[config.mk]
export PLATFORM = sky130hd
export DESIGN_NAME = nco_sweep_ctrl
export DESIGN_NICKNAME = d
export VERILOG_FILES = /design/src/rtl/nco_sweep_ctrl.sv
export SDC_FILE = /design/constraint.sdc
export NUM_CORES = 1
export LEC_CHECK = 0
export ABC_CLOCK_PERIOD_IN_PS = 12900
export BUFFER_PORTS_ARGS = -buffer_cell sky130_fd_sc_hd__buf_2
export CAP_MARGIN = 20
export CORE_MARGIN = 2
export CORE_UTILIZATION = 44
export CTS_BUF_LIST = sky130_fd_sc_hd__clkbuf_4 sky130_fd_sc_hd__clkbuf_8
export CTS_CLUSTER_SIZE = 30
export DETAILED_ROUTE_END_ITERATION = 7
export GPL_TIMING_DRIVEN = 1
export PLACE_DENSITY_LB_ADDON = 0.2
export SYNTH_ARGS = -nofsm -noshare
export SYNTH_HDL_FRONTEND = slang
export SYNTH_SLANG_ARGS = --single-unit
[constraint.sdc]
create_clock -name clk -period 12.9 [get_ports clk]
set_input_delay 2.58 -clock clk [delete_from_list [all_inputs] [get_ports clk]]
set_output_delay 2.58 -clock clk [all_outputs]
set_load 0.01 [all_outputs]
[src/rtl/nco_sweep_ctrl.sv]
// Frequency-sweep sequencer: steps the NCO phase-increment word from start to stop,
// holding each word for dwell+1 cycles, in single-ramp, sawtooth or triangle mode.
module nco_sweep_ctrl #(
   parameter int FTW_W   = 12,
   parameter int DWELL_W = 16
) (
   input  logic               clk,
   input  logic               reset,
   input  logic               start,
   input  logic               abort,
   input  logic [1:0]         mode,
   input  logic [FTW_W-1:0]   f_start,
   input  logic [FTW_W-1:0]   f_stop,
   input  logic [FTW_W-1:0]   f_step,
   input  logic [DWELL_W-1:0] dwell,
   output logic [FTW_W-1:0]   control,
   output logic               busy,
   output logic               done,
   output logic               dir,
   output logic               cfg_err
);

   typedef enum logic {IDLE, RUN} state_t;

   state_t             state, state_nxt;
   logic [DWELL_W-1:0] cnt, cnt_nxt;
   logic [FTW_W-1:0]   control_nxt;
   logic               dir_nxt, busy_nxt, done_nxt, cfg_err_nxt, cap;

   logic [FTW_W-1:0]   start_r, stop_r, step_r;
   logic [DWELL_W-1:0] dwell_r;
   logic [1:0]         mode_r;

   // Sum carries an extra bit so an overshoot clamps to the limit instead of wrapping.
   function automatic logic [FTW_W-1:0] sat_add(input logic [FTW_W-1:0] a,
                                                input logic [FTW_W-1:0] b,
                                                input logic [FTW_W-1:0] lim);
      logic [FTW_W:0] sum;
      sum = {1'b0, a} + {1'b0, b};
      return (sum > {1'b0, lim}) ? lim : sum[FTW_W-1:0];
   endfunction

   function automatic logic [FTW_W-1:0] sat_sub(input logic [FTW_W-1:0] a,
                                                input logic [FTW_W-1:0] b,
                                                input logic [FTW_W-1:0] lim);
      logic [FTW_W:0] diff;
      diff = {1'b0, a} - {1'b0, b};
      return (diff[FTW_W] || (diff[FTW_W-1:0] < lim)) ? lim : diff[FTW_W-1:0];
   endfunction

   always_comb begin
      state_nxt   = state;
      cnt_nxt     = cnt;
      control_nxt = control;
      dir_nxt     = dir;
      busy_nxt    = busy;
      done_nxt    = 1'b0;
      cfg_err_nxt = 1'b0;
      cap         = 1'b0;
      if (abort) begin
         state_nxt   = IDLE;
         control_nxt = '0;
         busy_nxt    = 1'b0;
         dir_nxt     = 1'b1;
      end else begin
         case (state)
            IDLE: begin
               if (start) begin
                  if ((f_stop < f_start) || (f_step == '0)) begin
                     cfg_err_nxt = 1'b1;
                  end else begin
                     cap         = 1'b1;
                     state_nxt   = RUN;
                     control_nxt = f_start;
                     cnt_nxt     = dwell;
                     dir_nxt     = 1'b1;
                     busy_nxt    = 1'b1;
                  end
               end
            end
            RUN: begin
               if (cnt != '0) begin
                  cnt_nxt = cnt - DWELL_W'(1);
               end else begin
                  cnt_nxt = dwell_r;
                  if (dir) begin
                     if (control != stop_r) begin
                        control_nxt = sat_add(control, step_r, stop_r);
                     end else begin
                        case (mode_r)
                           2'b01: control_nxt = start_r;
                           2'b10: begin
                              dir_nxt     = 1'b0;
                              control_nxt = sat_sub(control, step_r, start_r);
                           end
                           default: begin
                              state_nxt = IDLE;
                              busy_nxt  = 1'b0;
                              done_nxt  = 1'b1;
                           end
                        endcase
                     end
                  end else if (control != start_r) begin
                     control_nxt = sat_sub(control, step_r, start_r);
                  end else begin
                     dir_nxt     = 1'b1;
                     control_nxt = sat_add(control, step_r, stop_r);
                  end
               end
            end
            default: state_nxt = IDLE;
         endcase
      end
   end

   always_ff @(posedge clk) begin
      if (reset) begin
         state   <= IDLE;
         cnt     <= '0;
         control <= '0;
         busy    <= 1'b0;
         done    <= 1'b0;
         dir     <= 1'b1;
         cfg_err <= 1'b0;
      end else begin
         state   <= state_nxt;
         cnt     <= cnt_nxt;
         control <= control_nxt;
         busy    <= busy_nxt;
         done    <= done_nxt;
         dir     <= dir_nxt;
         cfg_err <= cfg_err_nxt;
      end
   end

   // Sweep configuration is frozen at launch; later input changes are ignored until the next start.
   always_ff @(posedge clk) begin
      if (cap) begin
         start_r <= f_start;
         stop_r  <= f_stop;
         step_r  <= f_step;
         dwell_r <= dwell;
         mode_r  <= mode;
      end
   end

endmodule

==> flow_summary.json, run 1 <==
{
  "syn_area_per_cell_um2": 9.439,
  "hp-class": "reg2reg",
  "cts_resized": 0,
  "synth_top_area_share_pct": 26.72,
  "pre_cts_ws_ns": 7.519,
  "synth_cell_types": 65,
  "powerDensity_nw_per_um2": 107.6,
  "drive_gt1_share_pct": 15.87,
  "leakage_nw": 2.820,
  "drtAntennaViolNets": 0,
  "crit_path_end_kind": "register",
  "ios": 74,
  "syn_to_final_growth_pct": 12.00,
  "async_reset_ff_share_pct": 0,
  "max_freq_mhz": 189.1,
  "fp.dieW_um": 121.5,
  "worstSetupPathType": "reg2reg",
  "root_buffer": "clkbuf_8",
  "synth-edff-count": 54,
  "rsz0062_at_grt": "false",
  "grt_remaining_overflow": 0,
  "worst_pin_slew_ns": 1.041,
  "yosysWarnings": 0,
  "antenna_found_initial": 0,
  "r2r_setup_slack_ns": 7.61,
  "fin_skew_ns": 0.01494,
  "critPathMaxFanout": 11,
  "wl_um": 16130,
  "diodes": 0,
  "drc": 0,
  "cts.hold.buffers_added": 0,
  "vias_per_cell": 5.900,
  "grt_max_degree": 44,
  "clockBufferDepth": 2,
  "final.setup.worst_slack_ns": 7.612,
  "ys_seq_area_share_pct": 37.60,
  "power_uw": 731.2,
  "synth_seq_cells": 87,
  "final_cell_mix": "73 x buf_2, 63 x inv_1, 62 x ha_1",
  "worstPathArrival_ns": 5.53,
  "htreeDepth": 3,
  "cap_violations": 0,
  "layout_worst_path_cycle_share_pct": 40.99,
  "tns_ns": 0,
  "grt_pass1_wl_um": 25950,
  "drtIter0Drc": 621,
  "outcome": "completed",
  "clock_latency_ns": 0.38,
  "num_rows": 42,
  "drv_slew": 0,
  "core_um2": 13350,
  "dieArea_um2": 14750,
  "grt_pass1_vias": 4992,
  "yosys.area.top_type": "edfxtp_1",
  "port_buffers": 73,
  "gp_congestion": 0.8938,
  "clkSinkCount": 87,
  "cts_tree": "yes",
  "synthFlopType": "edfxtp_1",
  "numCtsBuffers": 9,
  "nets": 829,
  "vias": 5239,
  "period_needed_ns": 5.288,
  "clkTransAtPathRegs_ns": 0.10,
  "ys_top_cells_by_area": "edfxtp_1 27%, ha_1 13%, dfxtp_1 11%",
  "hold_violations": 0,
  "irDropWorstVdd_uv": 53.87,
  "post_cts_buffers": 0,
  "synth_cells": 643,
  "setup_viol": 0,
  "cp-start-kind": "register",
  "grt_usage_pct": 22.62,
  "hpwl_um": 12390,
  "required_ns": 13.15,
  "synth_area_um2": 6070,
  "slew_headroom_pct": 30.49,
  "firstDrtPassIters": 7,
  "syn_nets": 765,
  "initial_utilization_pct": 45.47,
  "final_common_cell": "buf_2",
  "die_h_um": 121.5,
  "routedWlPerCell_um": 18.16
}
flip-flops by register name, indices dropped and copies added, names as in the netlist:
name     count
dir          1
done         1
cfg_err      1
state        1
step_r      12
mode_r       2
dwell_r     16
busy         1
stop_r      12
cnt         16
start_r     12
control     12
final timing paths:
kind / startpoint / cells past startpoint / to
setup / recovery: control[0] / 16 / control[11]
hold / removal: busy / 2 / busy
setup reg to reg: control[0] / 16 / control[11]
hold reg to reg: busy / 2 / busy
logic make-up (layout without fill, tap and decap cells):
| logic type | after synthesis | after routing | share of synthesized area [%] |
|---|---|---|---|
| simple gates | 168 | 168 | 13.15 |
| compound gates | 165 | 165 | 18.99 |
| buf+inv | 89 | 158 | 6.143 |
| flops | 87 | 87 | 37.60 |
| fa+ha+maj | 64 | 64 | 13.44 |
| xor+xnor | 50 | 50 | 7.215 |
| mux | 20 | 20 | 3.463 |
power breakdown:
group / internal [mW] / switching (mW)
logic: 0.0791 / 0.109
clock network: 0.113 / 0.108
registers: 0.307 / 0.0140
worst max-delay path: stages, from the launching register on:
cell      delay (ns)
dfxtp_1         0.41
ha_1            0.27
fa_1            0.41
nand2b_1        0.12
a221oi_1        0.10
o41ai_1         0.51
o21ba_2         0.24
nor4_1          0.05
nand4b_1        0.27
ha_1            0.36
a21o_1          0.17
a211o_1         0.30
o31ai_1         0.57
and2_1          0.53
mux2_2          0.41
a222oi_1        0.30
a311oi_1        0.14
layout make-up:
type / instances / area (um^2)
multi-input combinational: 467 / 3425
clock buffer: 10 / 131.4
tap: 176 / 220.2
sequential: 87 / 2282
clock inverter: 6 / 92.59
fill: 1262 / 6550
timing repair buffer: 77 / 402.9
inverter: 65 / 244.0
stage by stage:
step | area, um^2 | util [%] | hold slack (ns) | cells
final | 6798 | 50.93 | 0.4753 | 888
after global routing | 6798 | 50.93 | 0.5087 | 888
after CTS | 6783 | 50.82 | 0.4760 | 887
after detailed placement | 6559 | 49.14 | 0.4634 | 871
after global placement | 6559 | 49.14 | 0.4569 | 871
after floorplan | 6070 | - | 0.4671 | 643
synth_stat cells (all sizes together) (13+ instances only):
cell type,number
inv,63
ha,62
nor2,62
edfxtp,54
a21oi,36
nand2,36
dfxtp,33
xnor2,33
o21ai,26
a211oi,17
xor2,17
nor3,16
a31oi,14
clkbuf,14
nor4,14
o21a,13
routing by layer:
metal,part of all wire [%],track usage (%),routed length (um)
met2,44,34.30,7171
met3,8.9,4.887,1437
met5,0,0,0
met4,2.1,6.250,333
met1,45,32.51,7182
(Power assumes the default switching activity.)
==> inputs of run 2 (changes only) <==
Settings changed: ABC_CLOCK_PERIOD_IN_PS 12900 to 5400.
Clock period 12.9 ns to 5.4 ns, I/O delays scaled along.
==> flow_summary.json, run 2 (same netlist as run 1, synthesis figures left out) <==
{
  "tns_ns": 0,
  "pre_cts_ws_ns": 0.5618,
  "syn_to_final_growth_pct": 11.94,
  "top_regs": "cnt (16), dwell_r (16)",
  "routedWlPerCell_um": 18.10,
  "fin_util_pct": 50.90,
  "grt_remaining_overflow": 0,
  "num_rows": 42,
  "leakage_nw": 2.837,
  "fill_cells": 1288,
  "clock_latency_ns": 0.38,
  "dieArea_um2": 14750,
  "setup_viol": 0,
  "numCtsBuffers": 9,
  "drive_gt1_share_pct": 16.57,
  "clkTransAtPathRegs_ns": 0.09,
  "hold_violations": 0,
  "htreeDepth": 3,
  "grt_max_degree": 40,
  "clkSinkCount": 87,
  "powerDensity_nw_per_um2": 244.0,
  "grt_pass1_wl_um": 25740,
  "grt_pass1_vias": 4881,
  "grt_usage_pct": 22.93,
  "max_freq_mhz": 204.0,
  "final_cell_mix": "73 x buf_2, 63 x inv_1, 62 x ha_1",
  "diodes": 0,
  "period_needed_ns": 4.903,
  "firstDrtPassIters": 7,
  "final_common_cell": "buf_2",
  "cts_tree": "yes",
  "nets": 835,
  "hpwl_um": 12590,
  "post_cts_buffers": 0,
  "final.setup.worst_slack_ns": 0.4975,
  "worstPathArrival_ns": 5.15,
  "cap_violations": 0,
  "fin_skew_ns": 0.01686,
  "holdPathStages": 2,
  "layout_worst_path_cycle_share_pct": 90.79,
  "port_buffers": 73,
  "irDropWorstVdd_uv": 163.7,
  "root_buffer": "clkbuf_8",
  "gp_congestion": 0.9804,
  "cp-start-kind": "register",
  "worst_pin_slew_ns": 1.020,
  "initial_utilization_pct": 45.47,
  "die_h_um": 121.5,
  "crit_path_end_kind": "register",
  "reg2reg_depth": 15,
  "critPathMaxFanout": 11,
  "worstSetupPathType": "reg2reg",
  "antenna_found_initial": 0,
  "drtIter0Drc": 664,
  "cts_resized": 0,
  "ios": 74,
  "clockBufferDepth": 2,
  "cts.hold.buffers_added": 0,
  "slew_headroom_pct": 31.76,
  "placed_cell_area_um2": 6611,
  "drtAntennaViolNets": 0,
  "rsz0062_at_grt": "false",
  "wl_um": 16180,
  "drv_slew": 0,
  "hp-class": "reg2reg",
  "final_area_um2": 6794,
  "core_um2": 13350,
  "vias_per_cell": 5.702,
  "drc": 0,
  "vias": 5098,
  "outcome": "completed",
  "fp.dieW_um": 121.5,
  "required_ns": 5.65
}
run 2: final timing paths:
check	end	start	slack [ns]
setup / recovery	control[11]	control[2]	0.50
hold / removal	busy	busy	0.45
setup reg to reg	control[11]	control[2]	0.50
hold reg to reg	busy	busy	0.45
run 2: final cells by class:
class / instances / area, um^2 / share of cell area, %
timing repair buffer: 83 / 440.4 / 6.482
inverter: 65 / 244.0 / 3.591
clock buffer: 12 / 152.6 / 2.247
clock inverter: 4 / 30.03 / 0.4420
multi-input combinational: 467 / 3425 / 50.41
tap: 176 / 220.2 / 3.241
sequential: 87 / 2282 / 33.59
run 2: per-stage QoR:
stage | total power [mW] | hold WS, ns | cells
6_report | 1.658 | 0.4482 | 894
5_1_grt | 1.749 | 0.4740 | 894
4_1_cts | 1.674 | 0.4528 | 894
3_5_place_dp | 1.226 | 0.4398 | 878
3_3_place_gp | 1.219 | 0.4354 | 878
2_1_floorplan | 1.117 | 0.4671 | 643
run 2: per-layer routing:
layer  vias to the layer above  routed length (um)  GRT usage (%)
met5                         -                   0              0
met4                         0                 528          10.49
met3                        34                1204          3.947
met2                       175                7190          33.71
met1                      2402                7258          32.77
li1                       2487                   -              -
run 2: worst max-delay path, cell delays in order, from the launching register on:
cell and delay [ns]:
dfxtp_1 0.49, ha_1 0.40, nand2b_1 0.23, a221oi_1 0.38, o41ai_1 0.14, o21ba_2 0.25
nor4_1 0.18, nand4b_1 0.18, ha_1 0.26, a21o_1 0.16, a211o_1 0.30, o31ai_1 0.51
and2_1 0.52, mux2_2 0.39, a222oi_1 0.27, a311oi_1 0.13
run 2: power breakdown:
group	internal, mW	switching [mW]
Combinational	0.189	0.263
Clock	0.193	0.251
Sequential	0.734	0.0278
==> inputs of run 3 (changes only) <==
--- a/config.mk
+++ b/config.mk
@@ -7,3 +7,3 @@
 export LEC_CHECK = 0
-export ABC_CLOCK_PERIOD_IN_PS = 5400
+export ABC_CLOCK_PERIOD_IN_PS = 4950
 export BUFFER_PORTS_ARGS = -buffer_cell sky130_fd_sc_hd__buf_2
==> constraint.sdc (replaced) <==
create_clock -name clk -period 4.95 [get_ports clk]
set_input_delay 0.99 -clock clk [delete_from_list [all_inputs] [get_ports clk]]
set_output_delay 0.99 -clock clk [all_outputs]
set_load 0.1 [all_outputs]
==> flow_summary.json, run 3 (same netlist as run 1, synthesis figures left out) <==
{
  "outcome": "completed",
  "port_buffers": 73,
  "cts.hold.buffers_added": 0,
  "busiest_layer": "met2",
  "final_cell_mix": "73 x buf_2, 63 x inv_1, 62 x ha_1",
  "irDropWorstVdd_uv": 202.2,
  "drtAntennaViolNets": 0,
  "vias_per_cell": 5.697,
  "die_h_um": 121.5,
  "fin_util_pct": 51.77,
  "drc": 0,
  "gr-usage-met3_pct": 4.229,
  "drive_gt1_share_pct": 17.82,
  "diodes": 0,
  "grt_remaining_overflow": 0,
  "wl_um": 16810,
  "crit_path_end_kind": "register",
  "vias": 5127,
  "worst_pin_slew_ns": 0.9698,
  "cpPeakStageDelay_ns": 0.41,
  "clkTransAtPathRegs_ns": 0.10,
  "rsz0062_at_grt": "false",
  "crit_chain": "inv_1 > ha_1 > nand2b_1 > a221oi_2 > o41ai_2 > o21ba_2 > nor4_1 > nand4b_1 > ha_1 > a21o_1 > a211o_1 > o31ai_2 > and2_1 > buf_4 > mux2_2 > a222oi_1 > a31oi_1",
  "clkSinkCount": 87,
  "hold_violations": 0,
  "slew_headroom_pct": 35.11,
  "use_met1_pct": 32.64,
  "num_rows": 42,
  "ios": 74,
  "layout_worst_path_cycle_share_pct": 93.10,
  "root_buffer": "clkbuf_8",
  "drv_slew": 0,
  "p_clk_share_pct": 30.3,
  "post_cts_buffers": 0,
  "seqPwrFrac_pct": 42.2,
  "critPathMaxFanout": 9,
  "period_needed_ns": 4.608,
  "internal_power_mw": 1.319,
  "max_freq_mhz": 217.0,
  "r2r_setup_slack_ns": 0.34,
  "cts_tree": "yes",
  "cp_num_buf_inv": 2,
  "core_um2": 13350,
  "routedWlPerCell_um": 18.67,
  "netSwitchingFraction_pct": 33.04,
  "cp-start-kind": "register",
  "required_ns": 5.21,
  "use_met2_pct": 36.69,
  "firstDrtPassIters": 6,
  "cap_violations": 0,
  "powerDensity_nw_per_um2": 285.1,
  "nets": 841,
  "cp_common_cell": "ha_1",
  "cp_slowest_cell": "o31ai_2",
  "setup_viol": 0,
  "clockBufferDepth": 2,
  "numCtsBuffers": 9,
  "p_switching_uw": 650.9,
  "drtIter0Drc": 511,
  "leakage_nw": 2.892,
  "gp_congestion": 0.9692,
  "hp-class": "reg2reg",
  "fp.dieW_um": 121.5,
  "grt_max_degree": 31,
  "syn_to_final_growth_pct": 13.85,
  "grt_pass1_wl_um": 26380,
  "hpwl_um": 13000,
  "initial_utilization_pct": 45.47,
  "holdWs_ns": 0.4486,
  "final_common_cell": "buf_2",
  "combPwrFrac_pct": 27.6,
  "dieArea_um2": 14750,
  "clock_latency_ns": 0.39,
  "top_regs": "cnt (16), dwell_r (16)",
  "fin_skew_ns": 0.01753,
  "grt_pass1_vias": 4948,
  "worstSetupPathType": "reg2reg",
  "antenna_found_initial": 0,
  "critical-path-top-delay-family": "compound AO/OA/AOI/OAI gates",
  "htreeDepth": 3,
  "tns_ns": 0,
  "cts_resized": 0,
  "grt_usage_pct": 23.54,
  "worstPathArrival_ns": 4.87
}
run 3: per-stage QoR:
step,area [um^2],setup WS [ns],instances,power (mW)
floorplan,6070,0.03799,643,1.253
global placement,6656,0.3492,884,1.371
detailed placement,6656,0.08929,884,1.381
CTS,6890,0.1028,900,1.979
global route,6910,0.04853,900,2.063
finish,6910,0.3418,900,1.970
run 3: worst reg2reg max path, stage by stage (launching register included):
cell and delay, ns:
edfxtp_1 0.36, inv_1 0.05, ha_1 0.40, nand2b_1 0.23
a221oi_2 0.32, o41ai_2 0.12, o21ba_2 0.25, nor4_1 0.22
nand4b_1 0.18, ha_1 0.25, a21o_1 0.16, a211o_1 0.31
o31ai_2 0.41, and2_1 0.29, buf_4 0.20, mux2_2 0.35
a222oi_1 0.26, a31oi_1 0.13
run 3: routing by layer:
layer | share of wire, % | vias up
met1 | 46 | 2440
met4 | 2.3 | 0
met3 | 6.7 | 26
li1 | - | 2502
met5 | 0 | -
met2 | 45 | 159
run 3: path summary, 6_finish.rpt:
kind / start / end / depth (start not counted)
worst max-delay path: step_r[2] / control[6] / 17
worst min-delay path: busy / busy / 2
worst max register to register: step_r[2] / control[6] / 17
worst min register to register: busy / busy / 2
run 3: power groups by stage:
stage | logic (mW) | registers [mW] | clock network (mW)
after floorplan | 0.374 | 0.879 | 0
after global placement | 0.526 | 0.845 | 0
after detailed placement | 0.534 | 0.847 | 0
after CTS | 0.538 | 0.830 | 0.611
after global routing | 0.597 | 0.835 | 0.631
final | 0.543 | 0.831 | 0.596
run 3: layout make-up:
class | count | area (um^2)
clock inverters | 6 | 96.34
clock buffers | 10 | 137.6
fillers | 1267 | 6437
inverters | 65 | 244.0
multi-input cells | 467 | 3443
repair buffers | 89 | 485.5
flip-flops and latches | 87 | 2283
well taps | 176 | 220.2
